### src/rtl/dmi_dtm_core_if.sv
// DMI request/response channel between the DTM core and the debug module.
interface dmi_dtm_core_if #(
  parameter int unsigned AddrWidth = 7
);
  logic                 dmi_req_valid_o;
  logic                 dmi_req_ready_i;
  logic [AddrWidth-1:0] dmi_req_addr_o;
  logic [1:0]           dmi_req_op_o;
  logic [31:0]          dmi_req_data_o;
  logic                 dmi_resp_valid_i;
  logic                 dmi_resp_ready_o;
  logic [31:0]          dmi_resp_data_i;
  logic [1:0]           dmi_resp_resp_i;

  modport master (
    output dmi_req_valid_o, dmi_req_addr_o,
    output dmi_req_op_o, dmi_req_data_o,
    output dmi_resp_ready_o,
    input  dmi_req_ready_i, dmi_resp_valid_i,
    input  dmi_resp_data_i, dmi_resp_resp_i
  );

  modport slave (
    input  dmi_req_valid_o, dmi_req_addr_o,
    input  dmi_req_op_o, dmi_req_data_o,
    input  dmi_resp_ready_o,
    output dmi_req_ready_i, dmi_resp_valid_i,
    output dmi_resp_data_i, dmi_resp_resp_i
  );
endinterface

### src/rtl/dmi_dtm_core.sv
// JTAG DTM core: dtmcs and DMI data registers plus the DMI
// request/response sequencer, all in the tck domain.
module dmi_dtm_core #(
  parameter int unsigned AddrWidth = 7,
  parameter logic [2:0]  IdleHint  = 3'd1,
  parameter logic [3:0]  Version   = 4'd1
) (
  input  logic tck_i,
  input  logic trst_ni,
  input  logic capture_i,
  input  logic shift_i,
  input  logic update_i,
  input  logic tdi_i,
  input  logic dtmcs_select_i,
  input  logic dmi_select_i,
  output logic dtmcs_tdo_o,
  output logic dmi_tdo_o,
  output logic dmi_clear_o,
  dmi_dtm_core_if.master dmi
);
  localparam int unsigned DrWidth = AddrWidth + 34;
  localparam logic [5:0]  Abits   = 6'(AddrWidth);

  typedef enum logic [2:0] {
    Idle, Read, WaitRead, Write, WaitWrite
  } state_e;

  state_e               state_q;
  logic [1:0]           error_q;
  logic [1:0]           op_q;
  logic [31:0]          dtmcs_q;
  logic [31:0]          data_q;
  logic [AddrWidth-1:0] addr_q;
  logic [DrWidth-1:0]   dr_q;
  logic                 valid_q;
  logic                 clear_q;

  logic                 dtmcs_upd;
  logic                 hardreset;
  logic                 dmireset;
  logic                 dmi_cap;
  logic                 dmi_upd;
  logic                 idle;
  logic                 resp_done;
  logic [1:0]           st;
  logic [1:0]           dr_op;
  logic [31:0]          dr_data;
  logic [AddrWidth-1:0] dr_addr;

  assign dtmcs_upd = update_i & dtmcs_select_i;
  assign hardreset = dtmcs_upd & dtmcs_q[17];
  assign dmireset  = dtmcs_upd & dtmcs_q[16];
  assign dmi_cap   = capture_i & dmi_select_i;
  assign dmi_upd   = update_i & dmi_select_i;
  assign idle      = (state_q == Idle);
  assign resp_done = dmi.dmi_resp_valid_i &
                     (state_q == WaitRead ||
                      state_q == WaitWrite);

  assign st = (error_q != 2'd0) ? error_q :
              (idle ? 2'd0 : 2'd3);

  assign dr_op   = dr_q[1:0];
  assign dr_data = dr_q[33:2];
  assign dr_addr = dr_q[DrWidth-1:34];

  always_ff @(posedge tck_i or negedge trst_ni) begin
    if (!trst_ni) begin
      dtmcs_q <= '0;
      dr_q    <= '0;
    end else begin
      if (capture_i && dtmcs_select_i)
        dtmcs_q <= {14'b0, 3'b0, IdleHint,
                    error_q, Abits, Version};
      else if (shift_i && dtmcs_select_i)
        dtmcs_q <= {tdi_i, dtmcs_q[31:1]};
      if (dmi_cap)
        dr_q <= {addr_q, data_q, st};
      else if (shift_i && dmi_select_i)
        dr_q <= {tdi_i, dr_q[DrWidth-1:1]};
    end
  end

  // A response code of 1 is reserved and leaves the error untouched.
  always_ff @(posedge tck_i or negedge trst_ni) begin
    if (!trst_ni) begin
      error_q <= 2'd0;
    end else if (hardreset || dmireset) begin
      error_q <= 2'd0;
    end else if (!idle && (dmi_cap || dmi_upd)) begin
      error_q <= 2'd3;
    end else if (resp_done && dmi.dmi_resp_resp_i[1]) begin
      error_q <= dmi.dmi_resp_resp_i;
    end
  end

  always_ff @(posedge tck_i or negedge trst_ni) begin
    if (!trst_ni) begin
      state_q <= Idle;
      valid_q <= 1'b0;
      clear_q <= 1'b0;
      op_q    <= 2'd0;
      addr_q  <= '0;
      data_q  <= '0;
    end else begin
      clear_q <= hardreset;
      if (hardreset) begin
        state_q <= Idle;
        valid_q <= 1'b0;
      end else begin
        unique case (state_q)
          Idle: begin
            if (dmi_upd && error_q == 2'd0) begin
              addr_q <= dr_addr;
              data_q <= dr_data;
              if (dr_op == 2'd1) begin
                state_q <= Read;
                valid_q <= 1'b1;
                op_q    <= 2'd1;
              end else if (dr_op == 2'd2) begin
                state_q <= Write;
                valid_q <= 1'b1;
                op_q    <= 2'd2;
              end
            end
          end
          Read: begin
            if (dmi.dmi_req_ready_i) begin
              state_q <= WaitRead;
              valid_q <= 1'b0;
            end
          end
          Write: begin
            if (dmi.dmi_req_ready_i) begin
              state_q <= WaitWrite;
              valid_q <= 1'b0;
            end
          end
          WaitRead: begin
            if (dmi.dmi_resp_valid_i) begin
              state_q <= Idle;
              data_q  <= dmi.dmi_resp_data_i;
            end
          end
          WaitWrite: begin
            if (dmi.dmi_resp_valid_i)
              state_q <= Idle;
          end
          default: begin
            state_q <= Idle;
            valid_q <= 1'b0;
          end
        endcase
      end
    end
  end

  assign dtmcs_tdo_o          = dtmcs_q[0];
  assign dmi_tdo_o            = dr_q[0];
  assign dmi_clear_o          = clear_q;
  assign dmi.dmi_req_valid_o  = valid_q;
  assign dmi.dmi_req_addr_o   = addr_q;
  assign dmi.dmi_req_op_o     = op_q;
  assign dmi.dmi_req_data_o   = data_q;
  assign dmi.dmi_resp_ready_o = 1'b1;
endmodule

### src/flat_wrapper.sv
// flat-port wrapper written by rule: the top's interface ports become plain ports
module dmi_dtm_core_flat 
#(
  parameter int unsigned AddrWidth = 7,
  parameter logic [2:0]  IdleHint  = 3'd1,
  parameter logic [3:0]  Version   = 4'd1
)
  (tck_i, trst_ni, capture_i, shift_i, update_i, tdi_i, dtmcs_select_i, dmi_select_i, dtmcs_tdo_o, dmi_tdo_o, dmi_clear_o, dmi_dmi_req_valid_o, dmi_dmi_req_addr_o, dmi_dmi_req_op_o, dmi_dmi_req_data_o, dmi_dmi_resp_ready_o, dmi_dmi_req_ready_i, dmi_dmi_resp_valid_i, dmi_dmi_resp_data_i, dmi_dmi_resp_resp_i);
  dmi_dtm_core_if #(.AddrWidth(AddrWidth)) dmi_i ();
  input  logic tck_i;
  input  logic trst_ni;
  input  logic capture_i;
  input  logic shift_i;
  input  logic update_i;
  input  logic tdi_i;
  input  logic dtmcs_select_i;
  input  logic dmi_select_i;
  output logic dtmcs_tdo_o;
  output logic dmi_tdo_o;
  output logic dmi_clear_o;
  output wire logic [$bits(dmi_i.dmi_req_valid_o)-1:0] dmi_dmi_req_valid_o;
  output wire logic [$bits(dmi_i.dmi_req_addr_o)-1:0] dmi_dmi_req_addr_o;
  output wire logic [$bits(dmi_i.dmi_req_op_o)-1:0] dmi_dmi_req_op_o;
  output wire logic [$bits(dmi_i.dmi_req_data_o)-1:0] dmi_dmi_req_data_o;
  output wire logic [$bits(dmi_i.dmi_resp_ready_o)-1:0] dmi_dmi_resp_ready_o;
  input wire logic [$bits(dmi_i.dmi_req_ready_i)-1:0] dmi_dmi_req_ready_i;
  input wire logic [$bits(dmi_i.dmi_resp_valid_i)-1:0] dmi_dmi_resp_valid_i;
  input wire logic [$bits(dmi_i.dmi_resp_data_i)-1:0] dmi_dmi_resp_data_i;
  input wire logic [$bits(dmi_i.dmi_resp_resp_i)-1:0] dmi_dmi_resp_resp_i;
  assign dmi_dmi_req_valid_o = dmi_i.dmi_req_valid_o;
  assign dmi_dmi_req_addr_o = dmi_i.dmi_req_addr_o;
  assign dmi_dmi_req_op_o = dmi_i.dmi_req_op_o;
  assign dmi_dmi_req_data_o = dmi_i.dmi_req_data_o;
  assign dmi_dmi_resp_ready_o = dmi_i.dmi_resp_ready_o;
  assign dmi_i.dmi_req_ready_i = dmi_dmi_req_ready_i;
  assign dmi_i.dmi_resp_valid_i = dmi_dmi_resp_valid_i;
  assign dmi_i.dmi_resp_data_i = dmi_dmi_resp_data_i;
  assign dmi_i.dmi_resp_resp_i = dmi_dmi_resp_resp_i;
  dmi_dtm_core #(.AddrWidth(AddrWidth), .IdleHint(IdleHint), .Version(Version)) u_core (.tck_i(tck_i), .trst_ni(trst_ni), .capture_i(capture_i), .shift_i(shift_i), .update_i(update_i), .tdi_i(tdi_i), .dtmcs_select_i(dtmcs_select_i), .dmi_select_i(dmi_select_i), .dtmcs_tdo_o(dtmcs_tdo_o), .dmi_tdo_o(dmi_tdo_o), .dmi_clear_o(dmi_clear_o), .dmi(dmi_i));
endmodule
### config.mk
export PLATFORM = sky130hd
export DESIGN_NAME = dmi_dtm_core_flat
export DESIGN_NICKNAME = d
export VERILOG_FILES = /design/src/rtl/dmi_dtm_core_if.sv /design/src/rtl/dmi_dtm_core.sv /design/src/flat_wrapper.sv
export SDC_FILE = /design/constraint.sdc
export NUM_CORES = 1
export LEC_CHECK = 0
export CAP_MARGIN = 40
export CORE_MARGIN = 2
export CORE_UTILIZATION = 50
export CTS_BUF_LIST = sky130_fd_sc_hd__clkbuf_4 sky130_fd_sc_hd__clkbuf_8
export CTS_CLUSTER_DIAMETER = 40
export DETAILED_ROUTE_END_ITERATION = 8
export PLACE_DENSITY_LB_ADDON = 0.15
export SLEW_MARGIN = 5
export SYNTH_ARGS = -nofsm -noshare
export SYNTH_HDL_FRONTEND = slang
export SYNTH_SLANG_ARGS = --single-unit
### constraint.sdc
create_clock -name tck_i -period 1.9 [get_ports tck_i]
set_clock_uncertainty 0.05 [all_clocks]
set_input_delay 0.19 -clock tck_i [delete_from_list [all_inputs] [get_ports tck_i]]
set_output_delay 0.19 -clock tck_i [all_outputs]
set_load 0.05 [all_outputs]
After elaboration in Yosys (flattened, before gate mapping) --
Cells that the tools add are included.
Storage, ports and cells: output and inout bits 46, bits in registers 121, input bits 44, logic and storage cells 84
Cells by class: reduce and logical (&&, ||, !) cells 25, eq/ne operators 15, bitwise gates (word level) 7, muxes and demuxes 28
Operators with widths (number):
- $mux W32 | 4
- $mux W41 | 2
- $pmux W32 S2 | 1
- $mux W3 | 7
- $mux W2 | 7
- $pmux W3 S4 | 1
- $reduce_and A4 Y1 | 3
- $reduce_bool A2 Y1 | 5
- $ne A3 B2 Y1 const B | 3
- $and A1 B1 Y1 | 6
- $eq A3 B2 Y1 const B | 2
- $logic_and A1 B1 Y1 | 6
- $ne A3 B1 Y1 const B | 2
- $mux W1 | 5
- $reduce_and A5 Y1 | 1
- $ne A2 B2 Y1 const B | 2
- $ne A4 B3 Y1 const B | 1
- $reduce_or A2 Y1 | 2
- $eq A3 B1 Y1 const B | 1
- $eq A3 B3 Y1 const B | 1
- $logic_not A3 Y1 | 1
- $logic_or A1 B1 Y1 | 3
- $pmux W1 S3 | 1
- $reduce_and A3 Y1 | 1
- 7 further kinds | 7

Depth between registers and ports, before layout --
word-level depth 7, depth in mapped cells 5, mapped depth without buffers 5

Worst setup path after synthesis --
OpenSTA, ideal clock, no wires.
path kind flip-flop to flip-flop, start point register u_core.state_q[2], end point register u_core.data_q[10] (netlist: u_core.dmi.dmi_req_data_o[10]), period minus slack after synthesis 1.772 ns, arrival 1.597 ns, stages on the path, launching flop included 6, slack 0.128 ns, path buffers 2, setup time 0.125 ns, path through dfrtp_1 buf_2 nor3b_2 buf_2 mux2_2 mux2_4
On the way: word-level cells in the longest chain between the ends 3
Ends and longest elaborated chain:
- start: declaration | RTL line dmi_dtm_core.sv:28 | state_e state_q;
- start signal: assignment | RTL line dmi_dtm_core.sv:99 | state_q <= Idle;
- start signal: assignment | RTL line dmi_dtm_core.sv:108 | state_q <= Idle;
- start signal: assignment | RTL line dmi_dtm_core.sv:117 | state_q <= Read;
- $eq A3 B2 Y1 / $logic_not A3 Y1 (equally long branches) | RTL line dmi_dtm_core.sv:111 | unique case (state_q)
- $ne A2 B2 Y1 (no line) / $reduce_bool A2 Y1 (equally long branches)
- $reduce_and A4 Y1 (no line)
- end signal: assignment | RTL line dmi_dtm_core.sv:115 | data_q <= dr_data;
- end signal: assignment | RTL line dmi_dtm_core.sv:142 | data_q <= dmi.dmi_resp_data_i;
- end: declaration | RTL line dmi_dtm_core.sv:32 | logic [31:0] data_q;
Several ways; a longest one is shown, not always the timed one. A chain may end at the register's enable or synchronous reset.

Worst setup path after layout --
start point register u_core.data_q[15] (netlist: u_core.dmi.dmi_req_data_o[15]), end point output port dmi_dmi_req_data_o[15]
RTL lines:
- end: declaration | RTL line flat_wrapper.sv:24 | output wire logic [$bits(dmi_i.dmi_req_data_o)-1:0] dmi_dmi_req_data_o;
No word-level cell between the ends.

==> run_results.csv <==
group,metric,value,unit
yosys,synth.area.mux_share,0.166,
clock_tree,cts.clk_slew.worst_paths,0.08,ns
clock_tree,tritoncts.num_buffers,17,
critical_path,timing.reg2reg.worst_path_depth,4,
yosys,dominantRegCellSynth,"sky130_fd_sc_hd__dfrtp_1",
floorplanning,core_area,10900,sq um
clock_tree,cts_sinks,121,
power,total_leakage_power,3.17,nW
timing,timing_worst_slew_pin_value,0.538,ns
critical_path,ff_to_ff_start,"u_core.state_q[0]",
timing,final_max_slew_viol_count,0,
yosys,share_of_synthesized_flip_flops_with_an_asynchronous_set_or_reset,1.00,
layout,multiInputGateArea,2400,sq um
floorplanning,chipHeight,110,um
placement,port-buffer-count,88,
timing,number_of_hold_slack_violations_in_the_final_timing_report,0,
grt,largest_net_degree_at_the_start_of_global_routing,61,
grt,groute.usage.overall,0.228,
clock_tree,insertion_delay,0.42,ns
layout,antennaDiodeCount,0,
critical_path,reg2reg_slack,0.09,ns
layout,post_route_cells_drive_above_1_share,0.230,
yosys,yosys.area_share.simple,0.0760,
run_status,run_status,"complete, no violations",
yosys,synth_compound_area_frac,0.178,
yosys,synth_edf_count,0,
yosys,area_of_the_mapped_netlist,5630,sq um
power,vdd_ir_drop_max,0.923,mV
route,drt_first_pass_iters,4,
yosys,synth_top_family_by_area,"compound AO/OA/AOI/OAI gates",
critical_path,worstPathBufferInverterCount,1,
route,route.antenna.remaining_nets,0,
timing,rsz0062_at_grt,"no",
critical_path,critPathSlowestCell,"sky130_fd_sc_hd__clkdlybuf4s50_1",
yosys,synth-xor-area-share,0.00156,
min_path,hold_class,"in -> async",
yosys,top_cell_type_s_share_of_synthesized_area,0.538,
yosys,adder_and_majority_gate_portion_of_the_synthesized_area,0.00222,
critical_path,critical-path-top-delay-family,"buffers and inverters",
floorplanning,row_count,38,
route,drt-initial-drc-count,275,
yosys,syn_avg_cell_area,11.1,sq um
timing,fin_crit_sh,0.965,
yosys,synth_top_area_cell,"sky130_fd_sc_hd__dfrtp_1",
layout,nets,647,
power,power-per-cell-area,1560,nW/um^2
run,total_of_max_cap_violations,0,
layout,sequential_cell_area,3030,sq um
route,route.detailed.drc,0,
grt,grtUsageMet3,0.0623,
clock_tree,clock_tree.buffer_depth,2,
clock_tree,cts_tree,"done",
route,route.detailed.wl_per_inst,17.1,um
grt,grt_antenna_before_repair,0,
critical_path,path_class,"reg -> out",
timing,fin_crit,1.83,ns
yosys,yosys_register_bits,121,
floorplanning,die_w,110,um
critical_path,timing.critical_path.slowest_cell_delay,0.81,ns
grt,gr-max-usage-layer,"met2",
grt,via_count_of_the_first_global_routing_pass,4221,
critical_path,cp_cell_sequence,"clkdlybuf4s50_1",
timing,clock.fmax,546,MHz
grt,groute.layer.met1.usage,0.318,
yosys,yosysWarningCount,0,
yosys,synth_seq_area_share,0.538,
placement,detailedPlacementHpwl,8470,um
route,vias,4263,
critical_path,crit_path_end_kind,"primary output",
yosys,syn_inst,506,
placement,gp_congestion,0.902,
floorplanning,initial_utilization,0.517,
yosys,post_syn_nets,551,
critical_path,arrival,1.59,ns
route,postRouteWirelength,12900,um
route,via_per_inst,5.65,
critical_path,worst-path-max-fanout,3,
floorplanning,io_pins,90,
layout,fill_cells,873,
critical_path,worst-endpoint-required,1.66,ns
clock_tree,ctsRootBufferMaster,"sky130_fd_sc_hd__clkbuf_8",
layout,synthToLayoutAreaGrowth,28.3,%
yosys,synth_cell_type_count,40,
clock_tree,htree_depth,4,
power,fin_total_pwr,11.2,mW
grt,globalRouteMet2Util,0.348,
timing,finalSetupViolCount,0,
timing,worst_slew_slack_as_a_fraction_of_its_limit,0.643,
placement,dpl_cell_area,6790,sq um
floorplanning,die-area,12100,sq um
layout,finish.instance_area,7220,sq um
critical_path,worst_r2r_endpoint,"u_core.dmi.dmi_req_data_o[19]",
yosys,synth.top_cells.by_area,"sky130_fd_sc_hd__dfrtp_1, sky130_fd_sc_hd__mux2_2, sky130_fd_sc_hd__o22ai_1",
critical_path,cp-start-kind,"flip-flop",
grt,grt_pass1_wl,21100,um
grt,gr-total-overflow,0,
-- worst max-delay path by stage --
stage	startpoint	end	slack [ns]	depth (start not counted)
2_1_floorplan	u_core.state_q[2]	u_core.dmi.dmi_req_data_o[10]	0.13	5
3_3_place_gp	update_i	u_core.dmi.dmi_req_data_o[16]	-0.03	5
3_5_place_dp	update_i	u_core.dmi.dmi_req_data_o[15]	-0.03	5
4_1_cts	u_core.dmi.dmi_req_addr_o[1]	dmi_dmi_req_addr_o[1]	0.001	1
5_1_grt	u_core.dmi.dmi_req_data_o[15]	dmi_dmi_req_data_o[15]	0.0001	1
6_report	u_core.dmi.dmi_req_data_o[15]	dmi_dmi_req_data_o[15]	0.07	1
-- layer usage --
layer / share of wire / wire length (um) / vias up
li1: - / - / 2049
met1: 0.47 / 6020 / 2081
met2: 0.48 / 6150 / 125
met3: 0.046 / 591 / 8
met4: 0.0096 / 123 / 0
met5: 0 / 0 / -
-- cell usage after synthesis (2+ instances only) --
| master | count |
|---|---|
| sky130_fd_sc_hd__a21oi_1 | 40 |
| sky130_fd_sc_hd__a22o_1 | 7 |
| sky130_fd_sc_hd__a32o_1 | 2 |
| sky130_fd_sc_hd__buf_2 | 6 |
| sky130_fd_sc_hd__buf_6 | 4 |
| sky130_fd_sc_hd__clkbuf_1 | 28 |
| sky130_fd_sc_hd__dfrtp_1 | 121 |
| sky130_fd_sc_hd__inv_1 | 4 |
| sky130_fd_sc_hd__mux2_2 | 43 |
| sky130_fd_sc_hd__mux2_4 | 30 |
| sky130_fd_sc_hd__nand2_1 | 66 |
| sky130_fd_sc_hd__nand3_1 | 3 |
| sky130_fd_sc_hd__nor2_1 | 11 |
| sky130_fd_sc_hd__nor2b_1 | 4 |
| sky130_fd_sc_hd__nor3_1 | 3 |
| sky130_fd_sc_hd__o21ai_0 | 34 |
| sky130_fd_sc_hd__o21ai_1 | 2 |
| sky130_fd_sc_hd__o22ai_1 | 74 |
| sky130_fd_sc_hd__o31a_1 | 3 |
-- cells in the final DEF, fill, tap and decap left out, types with 2 or more instances in the layout --
master                            synthesis  layout
sky130_fd_sc_hd__a32o_1                   2       2
sky130_fd_sc_hd__mux2_4                  30      30
sky130_fd_sc_hd__a21oi_1                 40      40
sky130_fd_sc_hd__bufinv_16                0       3
sky130_fd_sc_hd__a22o_1                   7       7
sky130_fd_sc_hd__buf_2                    6       2
sky130_fd_sc_hd__o31a_1                   3       3
sky130_fd_sc_hd__dfrtp_1                121     121
sky130_fd_sc_hd__clkinvlp_4               0       5
sky130_fd_sc_hd__o21ai_0                 34      34
sky130_fd_sc_hd__clkbuf_8                 0      18
sky130_fd_sc_hd__clkdlybuf4s50_1          0      46
sky130_fd_sc_hd__buf_4                    1      22
sky130_fd_sc_hd__dlygate4sd2_1            0      22
sky130_fd_sc_hd__buf_12                   0       7
sky130_fd_sc_hd__nor2_1                  11      11
sky130_fd_sc_hd__dlymetal6s2s_1           0      17
sky130_fd_sc_hd__nor2b_1                  4       4
sky130_fd_sc_hd__nand3_1                  3       3
sky130_fd_sc_hd__clkinv_2                 0       3
sky130_fd_sc_hd__nand2_1                 66      66
sky130_fd_sc_hd__o22ai_1                 74      74
sky130_fd_sc_hd__nor3_1                   3       3
sky130_fd_sc_hd__inv_1                    4       4
sky130_fd_sc_hd__mux2_2                  43      43
-- timing repair --
| item | in CTS | in global routing |
|---|---|---|
| buffers inserted | 0 | 0 |
| endpoints found under the hold margin | 29 | 0 |
| gates resized for setup | 22 | 17 |
| endpoints found under the setup margin | 22 | 17 |
| hold buffers | 1 | 0 |
-- flip-flops by register name, summed over array words and instances, names as in the netlist --
| signal | flops |
|---|---|
| u_core.dmi_clear_o | 1 |
| u_core.state_q | 3 |
| u_core.dtmcs_q | 32 |
| u_core.error_q | 2 |
| u_core.dmi.dmi_req_addr_o | 7 |
| u_core.dr_q | 41 |
| u_core.dmi.dmi_req_data_o | 32 |
| u_core.dmi.dmi_req_valid_o | 1 |
| u_core.dmi.dmi_req_op_o | 2 |
-- per-stage QoR --
stage | setup WS (ns) | hold WS [ns] | util | setup TNS, ns | instances
floorplan | 0.128 | -0.156 | - | 0 | 506
global placement | -0.0330 | 0.110 | 0.623 | -0.596 | 722
detailed placement | -0.0302 | 0.111 | 0.623 | -0.456 | 722
CTS | 0.00123 | 0.184 | 0.659 | 0 | 754
global route | 0.000108 | 0.211 | 0.663 | 0 | 754
finish | 0.0673 | 0.202 | 0.663 | 0 | 754
-- report_power, final --
part	total (mW)	switching, mW	internal, mW	leakage, nW
Combinational	4.79	2.68	2.11	1.50
Clock	2.34	1.01	1.33	0.193
Sequential	4.12	0.737	3.39	1.48
Total	11.2	4.42	6.83	3.17
-- area by class of cell --
type / count / share of cell area
clock buffer: 19 / 0.0354
clock inverter: 12 / 0.0210
inverter: 5 / 0.00260
multi-input combinational: 340 / 0.332
sequential: 121 / 0.419
tap: 140 / 0.0243
timing repair buffer: 117 / 0.165
-- kinds of logic (layout without fill, tap and decap cells) --
family / Yosys count / in the layout
AOI/OAI and AO/OA: 168 / 168
DFF: 121 / 121
and+or+nand+nor: 96 / 96
muxes: 73 / 73
buffers and inverters: 45 / 153
adders and majority gates: 1 / 1
other: 1 / 1
xor gates and xnor gates: 1 / 1
No activity file was read; power rests on OpenSTA's default activity.
